==> config.mk <==
export PLATFORM = sky130hd
export DESIGN_NAME = bus_txn_master
export DESIGN_NICKNAME = d
export VERILOG_FILES = /design/src/rtl/bus_txn_master.sv
export SDC_FILE = /design/constraint.sdc
export NUM_CORES = 1
export LEC_CHECK = 0
export CAP_MARGIN = 20
export CORE_UTILIZATION = 30
export CTS_CLUSTER_DIAMETER = 100
export DETAILED_ROUTE_END_ITERATION = 7
export PLACE_DENSITY_LB_ADDON = 0.05
export SLEW_MARGIN = 0
export SYNTH_ARGS = -nofsm -noshare
export SYNTH_HDL_FRONTEND = slang
export SYNTH_SLANG_ARGS = --single-unit
==> constraint.sdc <==
create_clock -name clk -period 4.7 [get_ports clk]
set_input_delay 1.175 -clock clk [delete_from_list [all_inputs] [get_ports clk]]
set_output_delay 1.175 -clock clk [all_outputs]
set_load 0.03 [all_outputs]
==> src/rtl/bus_txn_master.sv <==
// Single-outstanding valid/ready bus master fed by a small command FIFO.
// Optional watchdog on the bus request is enabled with `define BUS_TIMEOUT_EN.
module bus_txn_master #(
  parameter int ADDR_W         = 8,
  parameter int DATA_W         = 32,
  parameter int CMD_DEPTH      = 4,
  parameter int TIMEOUT_CYCLES = 16
) (
  input  logic              clk,
  input  logic              rst_n,
  input  logic              cmd_valid,
  output logic              cmd_ready,
  input  logic              cmd_wr,
  input  logic [ADDR_W-1:0] cmd_addr,
  input  logic [DATA_W-1:0] cmd_wdata,
  output logic              bus_valid,
  input  logic              bus_ready,
  output logic              bus_wr_en,
  output logic [ADDR_W-1:0] bus_addr,
  output logic [DATA_W-1:0] bus_wdata,
  input  logic [DATA_W-1:0] bus_rdata,
  output logic              rsp_valid,
  input  logic              rsp_ready,
  output logic              rsp_wr,
  output logic [ADDR_W-1:0] rsp_addr,
  output logic [DATA_W-1:0] rsp_rdata,
  output logic              rsp_err
);

  localparam int PTR_W = (CMD_DEPTH > 1) ? $clog2(CMD_DEPTH) : 1;
  localparam int CNT_W = PTR_W + 1;
  localparam int ENT_W = 1 + ADDR_W + DATA_W;
  localparam logic [CNT_W-1:0] FULL_CNT = CNT_W'(CMD_DEPTH);

  typedef enum logic [1:0] {IDLE, ISSUE, RESP} state_t;

  state_t state_q, state_d;

  logic [ENT_W-1:0] fifo_mem [CMD_DEPTH];
  logic [ENT_W-1:0] head_q, head_d;
  logic [PTR_W-1:0] wr_ptr_q, wr_ptr_d, rd_ptr_q, rd_ptr_d;
  logic [CNT_W-1:0] count_q, count_d;
  logic             head_fresh_q, head_fresh_d;
  logic             push, pop;

  logic              bus_valid_q, bus_valid_d;
  logic              bus_wr_en_q, bus_wr_en_d;
  logic [ADDR_W-1:0] bus_addr_q, bus_addr_d;
  logic [DATA_W-1:0] bus_wdata_q, bus_wdata_d;
  logic              rsp_valid_q, rsp_valid_d;
  logic              rsp_wr_q, rsp_wr_d;
  logic [ADDR_W-1:0] rsp_addr_q, rsp_addr_d;
  logic [DATA_W-1:0] rsp_rdata_q, rsp_rdata_d;

  logic              head_wr;
  logic [ADDR_W-1:0] head_addr;
  logic [DATA_W-1:0] head_wdata;

  assign head_wr    = head_q[ENT_W-1];
  assign head_addr  = head_q[ENT_W-2 -: ADDR_W];
  assign head_wdata = head_q[DATA_W-1:0];

  assign cmd_ready = (count_q != FULL_CNT);
  assign push      = cmd_valid && cmd_ready;

  // Storage has no reset so it maps onto block RAM; the head is read through a register.
  assign head_d = fifo_mem[rd_ptr_q];

  always_ff @(posedge clk) begin
    if (push) begin
      fifo_mem[wr_ptr_q] <= {cmd_wr, cmd_addr, cmd_wdata};
    end
    head_q <= head_d;
  end

  always_comb begin
    wr_ptr_d = wr_ptr_q;
    rd_ptr_d = rd_ptr_q;
    count_d  = count_q;
    if (push) begin
      wr_ptr_d = wr_ptr_q + PTR_W'(1);
    end
    if (pop) begin
      rd_ptr_d = rd_ptr_q + PTR_W'(1);
    end
    case ({push, pop})
      2'b10:   count_d = count_q + CNT_W'(1);
      2'b01:   count_d = count_q - CNT_W'(1);
      default: count_d = count_q;
    endcase
    // A head slot written this edge is not yet visible through the registered read.
    head_fresh_d = push && (wr_ptr_q == rd_ptr_d);
  end

`ifdef BUS_TIMEOUT_EN
  localparam int WAIT_W = $clog2(TIMEOUT_CYCLES + 1);
  localparam logic [WAIT_W-1:0] WAIT_LAST = WAIT_W'(TIMEOUT_CYCLES - 1);
  logic [WAIT_W-1:0] wait_q, wait_d;
  logic              rsp_err_q, rsp_err_d;
  assign rsp_err = rsp_err_q;
`else
  assign rsp_err = 1'b0;
`endif

  always_comb begin
    state_d     = state_q;
    pop         = 1'b0;
    bus_valid_d = bus_valid_q;
    bus_wr_en_d = bus_wr_en_q;
    bus_addr_d  = bus_addr_q;
    bus_wdata_d = bus_wdata_q;
    rsp_valid_d = rsp_valid_q;
    rsp_wr_d    = rsp_wr_q;
    rsp_addr_d  = rsp_addr_q;
    rsp_rdata_d = rsp_rdata_q;
`ifdef BUS_TIMEOUT_EN
    wait_d      = wait_q;
    rsp_err_d   = rsp_err_q;
`endif
    case (state_q)
      IDLE: begin
        if ((count_q != '0) && !head_fresh_q) begin
          pop         = 1'b1;
          bus_valid_d = 1'b1;
          bus_wr_en_d = head_wr;
          bus_addr_d  = head_addr;
          bus_wdata_d = head_wr ? head_wdata : '0;
          state_d     = ISSUE;
`ifdef BUS_TIMEOUT_EN
          wait_d      = '0;
`endif
        end
      end
      ISSUE: begin
        if (bus_ready) begin
          bus_valid_d = 1'b0;
          bus_wr_en_d = 1'b0;
          rsp_valid_d = 1'b1;
          rsp_wr_d    = bus_wr_en_q;
          rsp_addr_d  = bus_addr_q;
          rsp_rdata_d = bus_wr_en_q ? '0 : bus_rdata;
          state_d     = RESP;
`ifdef BUS_TIMEOUT_EN
          rsp_err_d   = 1'b0;
        end else if (wait_q == WAIT_LAST) begin
          bus_valid_d = 1'b0;
          bus_wr_en_d = 1'b0;
          rsp_valid_d = 1'b1;
          rsp_wr_d    = bus_wr_en_q;
          rsp_addr_d  = bus_addr_q;
          rsp_rdata_d = '0;
          rsp_err_d   = 1'b1;
          state_d     = RESP;
        end else begin
          wait_d      = wait_q + WAIT_W'(1);
`endif
        end
      end
      RESP: begin
        if (rsp_ready) begin
          rsp_valid_d = 1'b0;
          state_d     = IDLE;
        end
      end
      default: state_d = IDLE;
    endcase
  end

  always_ff @(posedge clk or negedge rst_n) begin
    if (!rst_n) begin
      state_q      <= IDLE;
      wr_ptr_q     <= '0;
      rd_ptr_q     <= '0;
      count_q      <= '0;
      head_fresh_q <= 1'b0;
      bus_valid_q  <= 1'b0;
      bus_wr_en_q  <= 1'b0;
      bus_addr_q   <= '0;
      bus_wdata_q  <= '0;
      rsp_valid_q  <= 1'b0;
      rsp_wr_q     <= 1'b0;
      rsp_addr_q   <= '0;
      rsp_rdata_q  <= '0;
`ifdef BUS_TIMEOUT_EN
      wait_q       <= '0;
      rsp_err_q    <= 1'b0;
`endif
    end else begin
      state_q      <= state_d;
      wr_ptr_q     <= wr_ptr_d;
      rd_ptr_q     <= rd_ptr_d;
      count_q      <= count_d;
      head_fresh_q <= head_fresh_d;
      bus_valid_q  <= bus_valid_d;
      bus_wr_en_q  <= bus_wr_en_d;
      bus_addr_q   <= bus_addr_d;
      bus_wdata_q  <= bus_wdata_d;
      rsp_valid_q  <= rsp_valid_d;
      rsp_wr_q     <= rsp_wr_d;
      rsp_addr_q   <= rsp_addr_d;
      rsp_rdata_q  <= rsp_rdata_d;
`ifdef BUS_TIMEOUT_EN
      wait_q       <= wait_d;
      rsp_err_q    <= rsp_err_d;
`endif
    end
  end

  assign bus_valid = bus_valid_q;
  assign bus_wr_en = bus_wr_en_q;
  assign bus_addr  = bus_addr_q;
  assign bus_wdata = bus_wdata_q;
  assign rsp_valid = rsp_valid_q;
  assign rsp_wr    = rsp_wr_q;
  assign rsp_addr  = rsp_addr_q;
  assign rsp_rdata = rsp_rdata_q;

endmodule

Word-level counts from Yosys, hierarchy flattened
Memory sizes are Yosys's and may differ from the RTL's. A register that Yosys moved wholly into a read port is not among the register bits.
Cells that the tools add are included.

word-level totals
  flip-flop bits (word level) = 94
  memories kept = 1
  RAM bits = 164
  input bits = 78
  output and inout port bits = 86
  logic and storage cells = 61

memories
  name      words  bits a word  rd ports  clocked after memory_dff  wr ports  line  RTL
  fifo_mem  4      41           1         1                         1         39    logic [ENT_W-1:0] fifo_mem [CMD_DEPTH];

cells by class
  eq/ne operators = 9
  muxes and demuxes = 20
  add/sub/neg operators = 4
  reduce and logical (&&, ||, !) cells = 14

operators by type and width
  operator             number
  $mux 32              2
  $mux 1               9
  $reduce_and 3->1     3
  $mux 2               4
  $ne 2x2->1 const B   3
  $pmux 1 s2           3
  $pmux 2 s3           1
  $pmux 3 s2           1
  $reduce_bool 2->1    3
  $add 2x1->2 const B  2
  $eq 2x1->1 const B   2
  $eq 2x2->1 const B   2
  $reduce_and 2->1     2
  $add 3x1->3 const B  1
  $logic_and 1x1->1    3
  $ne 3x3->1 const B   1
  $reduce_bool 3->1    1
  $sub 3x1->3 const B  1
  $eq 2x2->1           1
  $logic_not 2->1      1
  $logic_not 1->1      1

Depth between registers and ports, before layout
  depth in word-level cells = 7
  gate-level depth with buffers = 11
  depth with buffers taken out = 10

Worst setup path after synthesis
OpenSTA, ideal clock, no wires.

  path type = input to register
  start = input cmd_valid
  end = memory fifo_mem[3][0] (netlist bit) (enable)
  slack = 2.086 ns
  path buffers = 0
  library setup time = 0.403 ns
  data arrival time = 2.211 ns
  data required time = 4.297 ns
  stages on the path = 1
  path through = and3_1

between the ends
  cells in the longest elaborated chain, start to end = 3

ends and longest elaborated chain
  element                       line  RTL
  start: declaration            11    input logic cmd_valid,
  $logic_and 1x1->1             64    assign push = cmd_valid && cmd_ready;
  $mux 1                        70    if (push) begin
  $mux 1 (not written as such)  71    fifo_mem[wr_ptr_q] <= {cmd_wr, cmd_addr, cmd_wdata};
  end: declaration              39

Every way passes these cells.

Final worst setup path
  start = register bus_wr_en_q, in the netlist bus_wr_en
  end = output bus_wr_en

RTL lines
  element                   line  RTL
  start: declaration        47    logic bus_wr_en_q, bus_wr_en_d;
  start signal: assignment  195   bus_wr_en_q <= bus_wr_en_d;
  end: declaration          18    output logic bus_wr_en,

No word-level cell between the ends.

==> results.md <==
- The total negative slack for setup checks is 0 ns.
- The time the worst path needs with I/O delays and setup is 3.373 ns.
- The clock latency reported for the late side of the worst-skew pair is 0.51 ns.
- The depth of the worst register-to-register path is 8.
- The height of the chip is 190.0 um.
- The worst ir drop on vdd is 357.0 uV.
- The number of failing hold endpoints at the final stage is 0.
- Once the floorplan was initialized, standard cells occupied 30.63% of the core.
- The startpoint identified for the worst hold timing path is head_q[32].
- The repair_antennas step left the layout with diodes totalling 0.
- The number of nets in the layout is 915.
- The biggest fanout along the worst timing path is 35.
- The worst hold path terminates at bus_addr[0].
- The area added between synthesis and finish is 30.75%.
- For this block, the initial DRC count from the detailed router was 200.
- The critical path class is flip-flop to primary output.
- The endpoint class of the critical path is a primary output.
- The H-tree was split into 2 levels.
- At the worst endpoint, the required time is 3.52 ns.
- The number of global-route vias before repair is 6446.
- The combined area of all synthesized cells is 10610 um^2.
- The setup violation total in the final timing report is 0.
- The number of max-capacitance violations reported is 0.
- The buffering stage count on the worst path with inverters included is 1.
- The least setup slack across all paths after layout is 1.327 ns.
- The initial antenna violation count is 0.
- The total power of the final layout is 9.648 mW.
- The yosys synthesis warning count is 0.
- The sequential-to-total area share from yosys stat is 76.35%.
- Across all register-to-register paths, the minimum setup slack is 2.40 ns.
- The final worst clock skew is 0.01038 ns.
- The transition time at the pin with the least slew margin is 0.9696 ns.
- Port buffering added 162 buffers.
- The final RePlAce weighted congestion is 0.7497.
- The part of the cycle the worst path needs is 71.78%.
- The residual overflow from global routing is 0.
- The clock drives 299 sinks.
- Post-CTS repair changed the size of 0 cells.
- By count the netlist is led by sky130_fd_sc_hd__edfxtp_1 (164), sky130_fd_sc_hd__nand2_1 (128), sky130_fd_sc_hd__dfrtp_1 (94).
- Among all flip-flop cells after synthesis, the most frequent one is sky130_fd_sc_hd__edfxtp_1.
- The area share of the leading cell type in the synthesized netlist is 46.43%.
- Grouping stages by cell kind, the critical path spends the most delay in flip-flops.
- The average cell area after synthesis is 16.19 um^2.
- The worst register-to-register path begins at state_q[0].
- The first-pass GRT wire length is 37560 um.
- In the post-synthesis netlist, the cell with the most instances is sky130_fd_sc_hd__edfxtp_1.
- The headroom to the max-slew limit is 35.36%.
- The flow ran to the end, and the final reports show no timing, DRC or antenna violations.
- The placeable core area is 34630 um^2.
- Before antenna repair, the detailed router went through 4 iterations.
- The synthesized design contains 164 enable-type register cells.
- The highest achievable clock rate is 296.4 MHz.
- STA classifies the critical path startpoint as a flip-flop.
- The clock edge transition at the registers on the reported setup and hold paths is 0.06 ns.
- The number of top-level pins is 164.
- Buffers inserted to repair hold after CTS numbered 0.
- In this run the remaining antenna-violating nets after routing total 0.
- TritonCTS built the clock tree.
- The die covers 36110 um^2.
- Yosys attributes the largest share of cell area to sky130_fd_sc_hd__edfxtp_1 (46%), sky130_fd_sc_hd__dfrtp_1 (22%), sky130_fd_sc_hd__mux4_2 (8.7%), sky130_fd_sc_hd__dfxtp_1 (7.7%), sky130_fd_sc_hd__nand2_1 (4.5%).
- The highest-delay cell along the critical path is sky130_fd_sc_hd__dfrtp_1.
- After detailed routing, the average wire length per cell comes to 18.22 um.
- The share of flip-flops with an asynchronous set or reset is 31.44%.
- The signal on the critical path passes through clkdlybuf4s50_1.
- After detailed routing, the number of remaining DRC violations is 0.
- In this run the critical register-to-register path is captured at count_q[2].
- The gate count after technology mapping is 655.
- The number of nets handed over by synthesis was 739.
- The origin of the worst setup path is bus_wr_en.
- Data arrives at the worst endpoint at 2.20 ns.
- The fraction of layout cells with a size suffix above 1 is 13.77%.
- The tightest min-delay check is of the flip-flop to flip-flop type.
- The die boundary width is 190.0 um.
- Dividing total power by cell area gives a power density of 695.7 nW/um^2.
- In this run the clock root is driven by a sky130_fd_sc_hd__clkbuf_16.
- The setup slack at placement is 1.466 ns.
- The detail-routed via count per cell is 4.471.
- The count of vias placed by the detailed router is 5866.
- The post-CTS repair timing setup buffer count is 0.
- Cells fill 40.05% of the core in the end.
- The worst hold path passes through 2 cells.
- The global router's overall resource usage is 13.57%.
- The number of buffers added by the clock tree synthesis step is 35.
- The maximum clock path buffer count is 3.
- The largest stage delay on the critical path is 0.88 ns.
- The number of pins exceeding their max-slew limit in the final report is 0.
- The final HPWL from detailed placement is 15230 um.
- The cell type with the highest aggregate area in the netlist is sky130_fd_sc_hd__edfxtp_1.
- The total leakage power is 5.285 nW.
- The distinct cell type count of the synthesized netlist is 30.
- The final routed wirelength across all metal layers is 23910 um.
- The number of storage elements in the synthesis netlist is 299.
- Entering global routing, the biggest net connects 57 pins.
- The cell row count is 68.
- Setup repair after global routing left no endpoint under its margin.
[area by class of cell]
| type | instances | area (um^2) |
|---|---|---|
| Clock buffer | 54 | 988.4 |
| Clock inverter | 9 | 58.81 |
| Fill cell | 3203 | 20760 |
| Inverter | 8 | 30.03 |
| Multi-Input combinational cell | 313 | 2338 |
| Sequential cell | 299 | 8104 |
| Tap cell | 455 | 569.3 |
| Timing Repair Buffer | 174 | 1779 |
[tightest hold or removal path, stage by stage (launching register included)]
cell,delay (ns)
sky130_fd_sc_hd__dfxtp_1,0.29
sky130_fd_sc_hd__nand2_1,0.05
sky130_fd_sc_hd__nand2_1,0.04
[per-layer routing]
metal | vias up | wire length [um] | share of wire, % | global-route usage (%)
met3 | 37 | 1230 | 5.1 | 2.749
met5 | - | 0 | 0 | 0
met4 | 0 | 462 | 1.9 | 4.094
li1 | 2715 | - | - | -
met2 | 164 | 11790 | 49 | 23.48
met1 | 2950 | 10430 | 44 | 17.01
[worst max path at each step]
stage / endpoint / slack (ns) / cells past startpoint
after global routing: bus_wr_en / 1.17 / 1
final: bus_wr_en / 1.33 / 1
after detailed placement: rsp_rdata[17] / 1.47 / 5
after floorplan: fifo_mem[3][0] / 2.09 / 1
after global placement: fifo_mem[0][8] / 1.47 / 2
after CTS: bus_wr_en / 1.24 / 1
[where the power goes]
part | internal (mW) | switching (mW)
Combinational | 1.34 | 1.65
Clock | 1.45 | 1.01
Sequential | 3.63 | 0.566
Total | 6.42 | 3.23
[registers in the layout, summed over array words and instances, names as in the netlist]
signal and cells:
bus_valid 1, bus_wr_en 1, rd_ptr_q 2, wr_ptr_q 2, state_q 2, head_fresh_q 1, head_q 41, bus_wdata 32
rsp_wr 1, rsp_valid 1, rsp_rdata 32, count_q 3, fifo_mem 164, rsp_addr 8, bus_addr 8
[layout by cell type (no fill, tap or decap), drive strengths merged, types with 13 or more instances in the layout]
cell type / synthesis / layout
nand2b: 32 / 32
mux4: 41 / 41
edfxtp: 164 / 164
o21ai: 35 / 35
dfxtp: 41 / 41
nand3: 34 / 34
clkbuf: 24 / 54
nand2: 128 / 128
clkdlybuf4s50: 0 / 161
dfrtp: 94 / 94
buf: 11 / 13
[cells by family (layout without fill, tap and decap cells)]
group / after synthesis / count (layout) / synth area share (%)
AOI/OAI and AO/OA: 37 / 37 / 1.758
DFF: 299 / 299 / 76.35
and+or+nand+nor: 209 / 209 / 8.883
muxes: 53 / 53 / 9.956
other: 1 / 1 / 0.03536
xor gates and xnor gates: 7 / 7 / 0.5780
buffers and inverters: 43 / 245 / 1.663
adders and majority gates: 6 / 6 / 0.7786
[stage by stage]
stage | cells | area [um^2] | hold WS (ns)
2_1_floorplan | 655 | 10610 | 0.3982
3_3_place_gp | 1244 | 12710 | 0.4048
3_5_place_dp | 1249 | 12820 | 0.4114
4_1_cts | 1312 | 13870 | 0.4215
5_1_grt | 1312 | 13870 | 0.4312
6_report | 1312 | 13870 | 0.4148
(Power assumes the default switching activity.)
